$ cat src/rtl/mc_cpu_ctrl_if.sv
// Control/status bundle between the multi-cycle MIPS datapath and its sequencer.
interface mc_cpu_ctrl_if #(
   parameter int unsigned CNT_W = 16
);
   // datapath -> controller
   logic             run_en;
   logic [5:0]       opcode;
   logic             alu_zero;
   logic             alu_overflow;
   logic             mem_ready;
   // controller -> datapath
   logic             pc_write;
   logic [1:0]       pc_src;
   logic             ir_write;
   logic             iord;
   logic             mem_read;
   logic             mem_write;
   logic             mem_to_reg;
   logic             reg_dst;
   logic             reg_write;
   logic             alu_src_a;
   logic [1:0]       alu_src_b;
   logic [1:0]       alu_op;
   logic             epc_write;
   logic [1:0]       cause;
   logic [3:0]       state;
   logic [CNT_W-1:0] instr_count;

   // controller side
   modport slave (
      input  run_en, opcode, alu_zero, alu_overflow, mem_ready,
      output pc_write, pc_src, ir_write, iord, mem_read, mem_write, mem_to_reg,
             reg_dst, reg_write, alu_src_a, alu_src_b, alu_op, epc_write,
             cause, state, instr_count
   );

   // datapath side
   modport master (
      output run_en, opcode, alu_zero, alu_overflow, mem_ready,
      input  pc_write, pc_src, ir_write, iord, mem_read, mem_write, mem_to_reg,
             reg_dst, reg_write, alu_src_a, alu_src_b, alu_op, epc_write,
             cause, state, instr_count
   );
endinterface

$ cat src/rtl/mc_cpu_ctrl.sv
// Multi-cycle MIPS sequencer: FETCH/DECODE/EXEC/MEM/WB with memory handshake,
// precise exceptions through EPC and a retired-instruction counter.
module mc_cpu_ctrl #(
   parameter int unsigned MEM_TIMEOUT = 15,
   parameter int unsigned CNT_W       = 16
) (
   input  logic          SYS_clk,
   input  logic          SYS_reset,
   mc_cpu_ctrl_if.slave  bus
);
   localparam int unsigned TMO_W = 8;

   typedef enum logic [3:0] {
      S_FETCH    = 4'd0,
      S_DECODE   = 4'd1,
      S_EXEC_R   = 4'd2,
      S_EXEC_I   = 4'd3,
      S_MEM_ADDR = 4'd4,
      S_MEM_RD   = 4'd5,
      S_MEM_WR   = 4'd6,
      S_WB_R     = 4'd7,
      S_WB_I     = 4'd8,
      S_WB_MEM   = 4'd9,
      S_BRANCH   = 4'd10,
      S_JUMP     = 4'd11,
      S_EXCEPT   = 4'd12
   } state_t;

   localparam logic [5:0] OP_RTYPE = 6'h00;
   localparam logic [5:0] OP_ADDI  = 6'h08;
   localparam logic [5:0] OP_LW    = 6'h23;
   localparam logic [5:0] OP_SW    = 6'h2B;
   localparam logic [5:0] OP_BEQ   = 6'h04;
   localparam logic [5:0] OP_BNE   = 6'h05;
   localparam logic [5:0] OP_J     = 6'h02;

   state_t           r_state;
   logic [1:0]       r_cause;
   logic [CNT_W-1:0] r_cnt;
   logic [TMO_W-1:0] r_tmo;
   logic             r_ovf;

   state_t     w_next;
   logic       w_cause_en;
   logic [1:0] w_cause_set;
   logic       w_retire;
   logic       w_wait;
   logic       w_tmo_hit;
   logic       w_pc_write, w_ir_write, w_iord, w_mem_read, w_mem_write;
   logic       w_mem_to_reg, w_reg_dst, w_reg_write, w_alu_src_a, w_epc_write;
   logic [1:0] w_pc_src, w_alu_src_b, w_alu_op;

   // the wait that would be the MEM_TIMEOUT-th consecutive one ends the access
   assign w_tmo_hit = (r_tmo == TMO_W'(MEM_TIMEOUT - 1));

   // next-state decode and control outputs (some terms depend on live inputs)
   always_comb begin
      w_next       = r_state;
      w_cause_en   = 1'b0;
      w_cause_set  = 2'b00;
      w_retire     = 1'b0;
      w_wait       = 1'b0;
      w_pc_write   = 1'b0;
      w_pc_src     = 2'b00;
      w_ir_write   = 1'b0;
      w_iord       = 1'b0;
      w_mem_read   = 1'b0;
      w_mem_write  = 1'b0;
      w_mem_to_reg = 1'b0;
      w_reg_dst    = 1'b0;
      w_reg_write  = 1'b0;
      w_alu_src_a  = 1'b0;
      w_alu_src_b  = 2'b00;
      w_alu_op     = 2'b00;
      w_epc_write  = 1'b0;
      case (r_state)
         S_FETCH: begin
            if (bus.run_en) begin
               w_mem_read  = 1'b1;
               w_alu_src_b = 2'b01;
               if (bus.mem_ready) begin
                  w_ir_write = 1'b1;
                  w_pc_write = 1'b1;
                  w_next     = S_DECODE;
               end else begin
                  w_wait = 1'b1;
                  if (w_tmo_hit) begin
                     w_next      = S_EXCEPT;
                     w_cause_en  = 1'b1;
                     w_cause_set = 2'b11;
                  end
               end
            end
         end
         S_DECODE: begin
            w_alu_src_b = 2'b11;
            case (bus.opcode)
               OP_RTYPE:       w_next = S_EXEC_R;
               OP_ADDI:        w_next = S_EXEC_I;
               OP_LW, OP_SW:   w_next = S_MEM_ADDR;
               OP_BEQ, OP_BNE: w_next = S_BRANCH;
               OP_J:           w_next = S_JUMP;
               default: begin
                  w_next      = S_EXCEPT;
                  w_cause_en  = 1'b1;
                  w_cause_set = 2'b01;
               end
            endcase
         end
         S_EXEC_R: begin
            w_alu_src_a = 1'b1;
            w_alu_op    = 2'b10;
            w_next      = S_WB_R;
         end
         S_EXEC_I: begin
            w_alu_src_a = 1'b1;
            w_alu_src_b = 2'b10;
            w_next      = S_WB_I;
         end
         S_WB_R, S_WB_I: begin
            if (r_ovf) begin
               w_next      = S_EXCEPT;
               w_cause_en  = 1'b1;
               w_cause_set = 2'b10;
            end else begin
               w_reg_write = 1'b1;
               w_reg_dst   = (r_state == S_WB_R);
               w_next      = S_FETCH;
               w_retire    = 1'b1;
            end
         end
         S_MEM_ADDR: begin
            w_alu_src_a = 1'b1;
            w_alu_src_b = 2'b10;
            w_next      = (bus.opcode == OP_SW) ? S_MEM_WR : S_MEM_RD;
         end
         S_MEM_RD, S_MEM_WR: begin
            w_iord      = 1'b1;
            w_mem_read  = (r_state == S_MEM_RD);
            w_mem_write = (r_state == S_MEM_WR);
            if (bus.mem_ready) begin
               if (r_state == S_MEM_RD) begin
                  w_next = S_WB_MEM;
               end else begin
                  w_next   = S_FETCH;
                  w_retire = 1'b1;
               end
            end else begin
               w_wait = 1'b1;
               if (w_tmo_hit) begin
                  w_next      = S_EXCEPT;
                  w_cause_en  = 1'b1;
                  w_cause_set = 2'b11;
               end
            end
         end
         S_WB_MEM: begin
            w_reg_write  = 1'b1;
            w_mem_to_reg = 1'b1;
            w_next       = S_FETCH;
            w_retire     = 1'b1;
         end
         S_BRANCH: begin
            w_alu_src_a = 1'b1;
            w_alu_op    = 2'b01;
            w_pc_src    = 2'b01;
            w_pc_write  = ((bus.opcode == OP_BEQ) &&  bus.alu_zero) ||
                          ((bus.opcode == OP_BNE) && !bus.alu_zero);
            w_next      = S_FETCH;
            w_retire    = 1'b1;
         end
         S_JUMP: begin
            w_pc_write = 1'b1;
            w_pc_src   = 2'b10;
            w_next     = S_FETCH;
            w_retire   = 1'b1;
         end
         S_EXCEPT: begin
            w_epc_write = 1'b1;
            w_pc_write  = 1'b1;
            w_pc_src    = 2'b11;
            w_next      = S_FETCH;
         end
         default: begin
            w_next      = S_EXCEPT;
            w_cause_en  = 1'b1;
            w_cause_set = 2'b01;
         end
      endcase
      // reset overrides every control strobe in the same cycle
      if (SYS_reset) begin
         w_pc_write   = 1'b0;
         w_pc_src     = 2'b00;
         w_ir_write   = 1'b0;
         w_iord       = 1'b0;
         w_mem_read   = 1'b0;
         w_mem_write  = 1'b0;
         w_mem_to_reg = 1'b0;
         w_reg_dst    = 1'b0;
         w_reg_write  = 1'b0;
         w_alu_src_a  = 1'b0;
         w_alu_src_b  = 2'b00;
         w_alu_op     = 2'b00;
         w_epc_write  = 1'b0;
      end
   end

   // state, cause, retire counter, memory-wait counter and overflow capture
   always_ff @(posedge SYS_clk) begin
      if (SYS_reset) begin
         r_state <= S_FETCH;
         r_cause <= 2'b00;
         r_cnt   <= '0;
         r_tmo   <= '0;
         r_ovf   <= 1'b0;
      end else begin
         r_state <= w_next;
         if (w_cause_en) r_cause <= w_cause_set;
         if (w_retire)   r_cnt   <= r_cnt + CNT_W'(1);
         if (w_wait && (w_next == r_state)) r_tmo <= r_tmo + TMO_W'(1);
         else                               r_tmo <= '0;
         if ((r_state == S_EXEC_R) || (r_state == S_EXEC_I)) r_ovf <= bus.alu_overflow;
      end
   end

   assign bus.pc_write    = w_pc_write;
   assign bus.pc_src      = w_pc_src;
   assign bus.ir_write    = w_ir_write;
   assign bus.iord        = w_iord;
   assign bus.mem_read    = w_mem_read;
   assign bus.mem_write   = w_mem_write;
   assign bus.mem_to_reg  = w_mem_to_reg;
   assign bus.reg_dst     = w_reg_dst;
   assign bus.reg_write   = w_reg_write;
   assign bus.alu_src_a   = w_alu_src_a;
   assign bus.alu_src_b   = w_alu_src_b;
   assign bus.alu_op      = w_alu_op;
   assign bus.epc_write   = w_epc_write;
   assign bus.cause       = r_cause;
   assign bus.state       = r_state;
   assign bus.instr_count = r_cnt;
endmodule

$ cat src/flat_wrapper.sv
// flat-port wrapper written by rule: the top's interface ports become plain ports
module mc_cpu_ctrl_flat 
#(
   parameter int unsigned MEM_TIMEOUT = 15,
   parameter int unsigned CNT_W       = 16
)
  (SYS_clk, SYS_reset, bus_run_en, bus_opcode, bus_alu_zero, bus_alu_overflow, bus_mem_ready, bus_pc_write, bus_pc_src, bus_ir_write, bus_iord, bus_mem_read, bus_mem_write, bus_mem_to_reg, bus_reg_dst, bus_reg_write, bus_alu_src_a, bus_alu_src_b, bus_alu_op, bus_epc_write, bus_cause, bus_state, bus_instr_count);
  mc_cpu_ctrl_if #(.CNT_W(CNT_W)) bus_i ();
  input  logic SYS_clk;
  input  logic SYS_reset;
  input wire logic [$bits(bus_i.run_en)-1:0] bus_run_en;
  input wire logic [$bits(bus_i.opcode)-1:0] bus_opcode;
  input wire logic [$bits(bus_i.alu_zero)-1:0] bus_alu_zero;
  input wire logic [$bits(bus_i.alu_overflow)-1:0] bus_alu_overflow;
  input wire logic [$bits(bus_i.mem_ready)-1:0] bus_mem_ready;
  output wire logic [$bits(bus_i.pc_write)-1:0] bus_pc_write;
  output wire logic [$bits(bus_i.pc_src)-1:0] bus_pc_src;
  output wire logic [$bits(bus_i.ir_write)-1:0] bus_ir_write;
  output wire logic [$bits(bus_i.iord)-1:0] bus_iord;
  output wire logic [$bits(bus_i.mem_read)-1:0] bus_mem_read;
  output wire logic [$bits(bus_i.mem_write)-1:0] bus_mem_write;
  output wire logic [$bits(bus_i.mem_to_reg)-1:0] bus_mem_to_reg;
  output wire logic [$bits(bus_i.reg_dst)-1:0] bus_reg_dst;
  output wire logic [$bits(bus_i.reg_write)-1:0] bus_reg_write;
  output wire logic [$bits(bus_i.alu_src_a)-1:0] bus_alu_src_a;
  output wire logic [$bits(bus_i.alu_src_b)-1:0] bus_alu_src_b;
  output wire logic [$bits(bus_i.alu_op)-1:0] bus_alu_op;
  output wire logic [$bits(bus_i.epc_write)-1:0] bus_epc_write;
  output wire logic [$bits(bus_i.cause)-1:0] bus_cause;
  output wire logic [$bits(bus_i.state)-1:0] bus_state;
  output wire logic [$bits(bus_i.instr_count)-1:0] bus_instr_count;
  assign bus_i.run_en = bus_run_en;
  assign bus_i.opcode = bus_opcode;
  assign bus_i.alu_zero = bus_alu_zero;
  assign bus_i.alu_overflow = bus_alu_overflow;
  assign bus_i.mem_ready = bus_mem_ready;
  assign bus_pc_write = bus_i.pc_write;
  assign bus_pc_src = bus_i.pc_src;
  assign bus_ir_write = bus_i.ir_write;
  assign bus_iord = bus_i.iord;
  assign bus_mem_read = bus_i.mem_read;
  assign bus_mem_write = bus_i.mem_write;
  assign bus_mem_to_reg = bus_i.mem_to_reg;
  assign bus_reg_dst = bus_i.reg_dst;
  assign bus_reg_write = bus_i.reg_write;
  assign bus_alu_src_a = bus_i.alu_src_a;
  assign bus_alu_src_b = bus_i.alu_src_b;
  assign bus_alu_op = bus_i.alu_op;
  assign bus_epc_write = bus_i.epc_write;
  assign bus_cause = bus_i.cause;
  assign bus_state = bus_i.state;
  assign bus_instr_count = bus_i.instr_count;
  mc_cpu_ctrl #(.MEM_TIMEOUT(MEM_TIMEOUT), .CNT_W(CNT_W)) u_core (.SYS_clk(SYS_clk), .SYS_reset(SYS_reset), .bus(bus_i));
endmodule
$ cat config.mk
export PLATFORM = sky130hd
export DESIGN_NAME = mc_cpu_ctrl_flat
export DESIGN_NICKNAME = d
export VERILOG_FILES = /design/src/rtl/mc_cpu_ctrl_if.sv /design/src/rtl/mc_cpu_ctrl.sv /design/src/flat_wrapper.sv
export SDC_FILE = /design/constraint.sdc
export NUM_CORES = 1
export LEC_CHECK = 0
export BUFFER_PORTS_ARGS = -buffer_cell sky130_fd_sc_hd__buf_2
export CORE_MARGIN = 2
export CORE_UTILIZATION = 44
export DETAILED_ROUTE_END_ITERATION = 10
export PLACE_DENSITY = 0.68
export SLEW_MARGIN = 0
export SYNTH_ARGS = -nofsm -noshare
export SYNTH_HDL_FRONTEND = slang
export SYNTH_SLANG_ARGS = --single-unit
$ cat constraint.sdc
create_clock -name SYS_clk -period 2.07 [get_ports SYS_clk]
set_input_delay 0.207 -clock SYS_clk [delete_from_list [all_inputs] [get_ports SYS_clk]]
set_output_delay 0.207 -clock SYS_clk [all_outputs]
set_load 0.1 [all_outputs]
== Word level (Yosys, flattened, before mapping) ==
Cells that the tools add are included.

* Register bits: 31
* Input bits: 12
* Output and inout port bits: 38
* Logic and storage cells: 107

* $add $sub $neg: 2
* Eq/ne operators: 20
* Muxes and demuxes: 59
* Bitwise logic cells: 1
* Reductions and logical operators: 20

{| class="wikitable"
|+ Operators by type and width
! kind !! count
|-
| two-way mux 1 bit || 33
|-
| case mux 4 bit (8 select lines) || 1
|-
| two-way mux 4 bit || 6
|-
| == test 4 bit, second input constant || 5
|-
| case mux 4 bit (5 select lines) || 1
|-
| adder 16 x 1 -> 16 bit, second input constant || 1
|-
| == test 4 x 3 -> 1 bit, second input constant || 4
|-
| two-way mux 2 bit || 8
|-
| OR reduction 2 bit || 7
|-
| OR reduction 7 bit || 2
|-
| == test 6 x 3 -> 1 bit, second input constant || 2
|-
| == test 6 bit, second input constant || 2
|-
| case mux 2 bit (3 select lines) || 2
|-
| case mux 2 bit (5 select lines) || 1
|-
| adder 8 x 1 -> 8 bit, second input constant || 1
|-
| == test 4 x 2 -> 1 bit, second input constant || 2
|-
| == test 8 x 4 -> 1 bit, second input constant || 1
|-
| OR reduction 4 bit || 2
|-
| == test 6 x 2 -> 1 bit, second input constant || 1
|-
| == test 6 x 4 -> 1 bit, second input constant || 1
|-
| logical NOT 6 bit || 1
|-
| case mux 1 bit (2 select lines) || 3
|-
| case mux 1 bit (3 select lines) || 2
|-
| case mux 1 bit (5 select lines) || 1
|-
| other kinds (9) || 12
|}

== Longest topological paths before layout ==
* Depth in word-level cells: 9
* Mapped depth: 7
* Mapped depth without buffers: 7

== Worst setup path before layout ==
OpenSTA, ideal clock, no wires.

* Path type: reg-to-output
* From: register u_core.r_state[0], in the netlist u_core.bus.state[0]
* To: output bus_pc_write
* Arrival: 4.830 ns
* Setup slack: -2.967 ns
* Cell stages (with the launch flop): 7
* Path buffers: 2
* Cell sequence: dfxtp_1 -> buf_4 -> clkbuf_1 -> nand2_1 -> a2bb2oi_1 -> nor3_1 -> or3_1

* Word-level cells in the longest chain between the ends: 4
* Elaborated cells between the ends (all ways): 7
* Classes of those cells: 3 x eq/ne; 2 x mux; 2 x reduce/logical

{| class="wikitable"
|+ RTL lines
! what !! RTL line !! RTL
|-
| from (decl) || mc_cpu_ctrl.sv:37 || <nowiki>state_t r_state;</nowiki>
|-
| from (signal assigned) || mc_cpu_ctrl.sv:217 || <nowiki>r_state <= w_next;</nowiki>
|-
| == test 4 bit || mc_cpu_ctrl.sv:76 || <nowiki>case (r_state)</nowiki>
|-
| OR reduction 2 bit (no line) || n/a ||
|-
| case mux 1 bit (3 select lines) (*) || mc_cpu_ctrl.sv:76 ||
|-
| two-way mux 1 bit (*) || mc_cpu_ctrl.sv:191 || <nowiki>if (SYS_reset) begin</nowiki>
|-
| to (decl) || flat_wrapper.sv:16 || <nowiki>output wire logic [$bits(bus_i.pc_write)-1:0] bus_pc_write;</nowiki>
|}

Mark *: on every way between the ends. The rest lies on a longest branch, timed or not.

== Final worst setup path ==
* From: register u_core.r_state[3], in the netlist u_core.bus.state[3]
* To: output bus_pc_write

Same word-level chain as after synthesis.

==> run metrics <==
worst slew pin tran 506 ps; flops & latches, synth 31; Layout area overhead 31.7%; Final Max Tran Viols 0; H-Tree Depth 2; dominant synthesized flop cell dfxtp_1; crit path DAT 1830 ps; CP endpoint kind primary output; share of cells above drive strength 1 36.6%; Final Hold Viols 0; Critical Path Source Type register; vias in the first global route 1893; worst vdd ir 714 uV; fin cells 376; TritonCTS buffer count 5; Max FO, Critical Path 15; Vias/cell 5.67; area share of the largest cell type after synthesis 29.2%; first-pass GRT wire length 8.80 mm; outcome finished, final reports clean; worst min path class in -> reg; Post-synth top cells 31 x dfxtp_1, 27 x nor2_1, 26 x a21oi_1, 18 x nor3_1; slew margin rel. 66.5%; CP bufs+invs 1; PwrDens 916 nW/um^2; total global-route track usage 20.8%; maxcap violations 0; Root Buffer clkbuf_8; DPL Wire Length 3.99 mm; critical path class reg -> out; Die Y 73.5 um; Synth Net Count 282; setup slack, reg-to-reg 170 ps; Worst path slowest cell dfxtp_4; Max Fclk 492 MHz; drt total wl 5.27 mm; Mapped Cells 267; Async SR Flop Fraction 0%; most common cell in the netlist dfxtp_1; DIE AREA 5410 sq um; mapped cell area 2130 sq um; Seq/Total Area, Yosys 29.2%; Tmin final 2030 ps; worst path required time 1860 ps; Core Rows 25; Port Buffers 49; setup violators final 0; Hold Buf Count CTS 0; Synth area leader dfxtp_1; YS warnings 0; Layout Skew 4.58 ps; IO Count 50; # placed instances 366; drt pass-1 iters 4; initial antenna violation count 0; Placer Congestion 0.811; Distinct cells, synth 56; dominant cells by area after synthesis dfxtp_1 29%, a21oi_1 6.1%, nor2_1 4.8%; leakage power 0.00114 uW; starting density of the core 45.3%; period utilization 98.3%; Via Count 2132; Core Box Area 4690 sq um; Routed Antenna Nets 0; syn avg cell area 7.97 sq um; clk sinks 31; chip width 73.5 um; TritonCTS clock tree done; CP Cell Sequence or2b_4 > nor3_4 > and4_1 > or3_4 > buf_12; # DRC 0; setup_tns 0 ps; 1st-iter DRT viols 91; Max Root-Sink Buffers 2; EDFF count, synth 0; Worst path top cell family by delay simple AND/OR/NAND/NOR gates; final net count 336; largest net degree at the start of global routing 24; Worst-path clk slew 70 ps; Worst path max stage delay 390 ps; Final Util 59.7%; diodes inserted 0; Filler Cell Count 429; GRT overflow 0; Avg WL per Cell 14.0 um; clk_lat worst skew 280 ps
-- cells by family (layout without fill, tap and decap cells) --
family	Yosys count	after routing	share of synthesized area, %
xor gates and xnor gates	10	10	4.12
and+or+nand+nor	122	122	32.5
adders and majority gates	3	3	1.76
DFF	31	31	29.2
AOI/OAI and AO/OA	74	74	23.4
buffers and inverters	24	79	7.53
muxes	3	3	1.53
-- layout make-up --
cell class                 instances  area (sq um)  share of cell area, %
multi-input combinational        212          1520                   54.3
sequential                        31           648                   23.1
timing repair buffer              61           400                   14.3
clock buffer                       7           108                   3.84
tap                               54          67.6                   2.41
inverter                          10          51.3                   1.83
clock inverter                     1          5.00                  0.179
-- where the power goes --
part           switching (uW)  leakage [uW]  internal, uW
clock                     232     0.0000594           341
combinational             872      0.000826           365
sequential                113      0.000258           643
total                    1220       0.00114          1350
-- cell usage in the layout (no fill, tap or decap), types with 2 or more instances in the layout --
master | netlist | layout
nand2b_1 | 4 | 3
nor2_1 | 27 | 25
and4_1 | 3 | 3
a31oi_1 | 4 | 4
ha_1 | 3 | 3
or2_2 | 2 | 2
buf_4 | 1 | 13
or3_1 | 15 | 14
o221ai_1 | 2 | 2
o21ai_0 | 13 | 13
buf_2 | 0 | 43
dfxtp_1 | 31 | 17
inv_2 | 2 | 3
xor2_1 | 9 | 9
nand3_1 | 7 | 7
o31ai_1 | 2 | 2
a21o_1 | 3 | 3
buf_12 | 0 | 4
nor2b_1 | 3 | 2
nand4_1 | 6 | 6
inv_1 | 7 | 6
clkbuf_8 | 0 | 6
nor3_4 | 0 | 5
dfxtp_2 | 0 | 10
a21oi_4 | 2 | 2
nor2_4 | 1 | 3
nor3_2 | 0 | 2
nor4_4 | 0 | 3
dfxtp_4 | 0 | 4
nor3_1 | 18 | 11
nor3b_1 | 3 | 3
and2_1 | 4 | 4
a211oi_1 | 4 | 3
o21ai_1 | 9 | 9
mux2_1 | 2 | 2
a21oi_1 | 26 | 26
and3_1 | 2 | 2
nand2_1 | 15 | 13
-- path summary, 6_finish.rpt --
| kind | from | endpoint | cells after the start |
|---|---|---|---|
| max | u_core.bus.state[3] | bus_pc_write | 5 |
| min | SYS_reset | u_core.bus.state[2] | 2 |
| max reg2reg | u_core.bus.state[3] | u_core.bus.cause[1] | 7 |
| min reg2reg | u_core.bus.instr_count[15] | u_core.bus.instr_count[15] | 2 |
-- stage by stage --
step / total power (uW) / setup slack [ps] / hold slack [ps] / instance area [sq um]
floorplan: 1800 / -458 / 357 / 2380
global placement: 1970 / 181 / 467 / 2650
detailed placement: 1970 / 143 / 466 / 2650
CTS: 2560 / 12.6 / 161 / 2780
global route: 2690 / -1.48 / 183 / 2800
finish: 2560 / 35.7 / 169 / 2800
-- per-layer routing --
| layer | GRT usage [%] | routed length, um | vias to the layer above |
|---|---|---|---|
| met5 | 0 | 0 | - |
| met4 | 6.87 | 68 | 0 |
| met3 | 4.12 | 265 | 6 |
| met2 | 32.9 | 2500 | 57 |
| met1 | 28.3 | 2440 | 981 |
| li1 | - | - | 1088 |
-- repair_timing --
action | 4_1_cts | 5_1_grt
gates resized for setup | 3 | 3
setup endpoints to repair | 2 | 3
setup buffers | 0 | 2
-- registers in the layout, indices dropped and copies added, names as in the netlist --
| name | cells |
|---|---|
| u_core.bus.cause | 2 |
| u_core.bus.instr_count | 16 |
| u_core.bus.state | 4 |
| u_core.r_ovf | 1 |
| u_core.r_tmo | 8 |
Power figures use the tool's default switching activity.
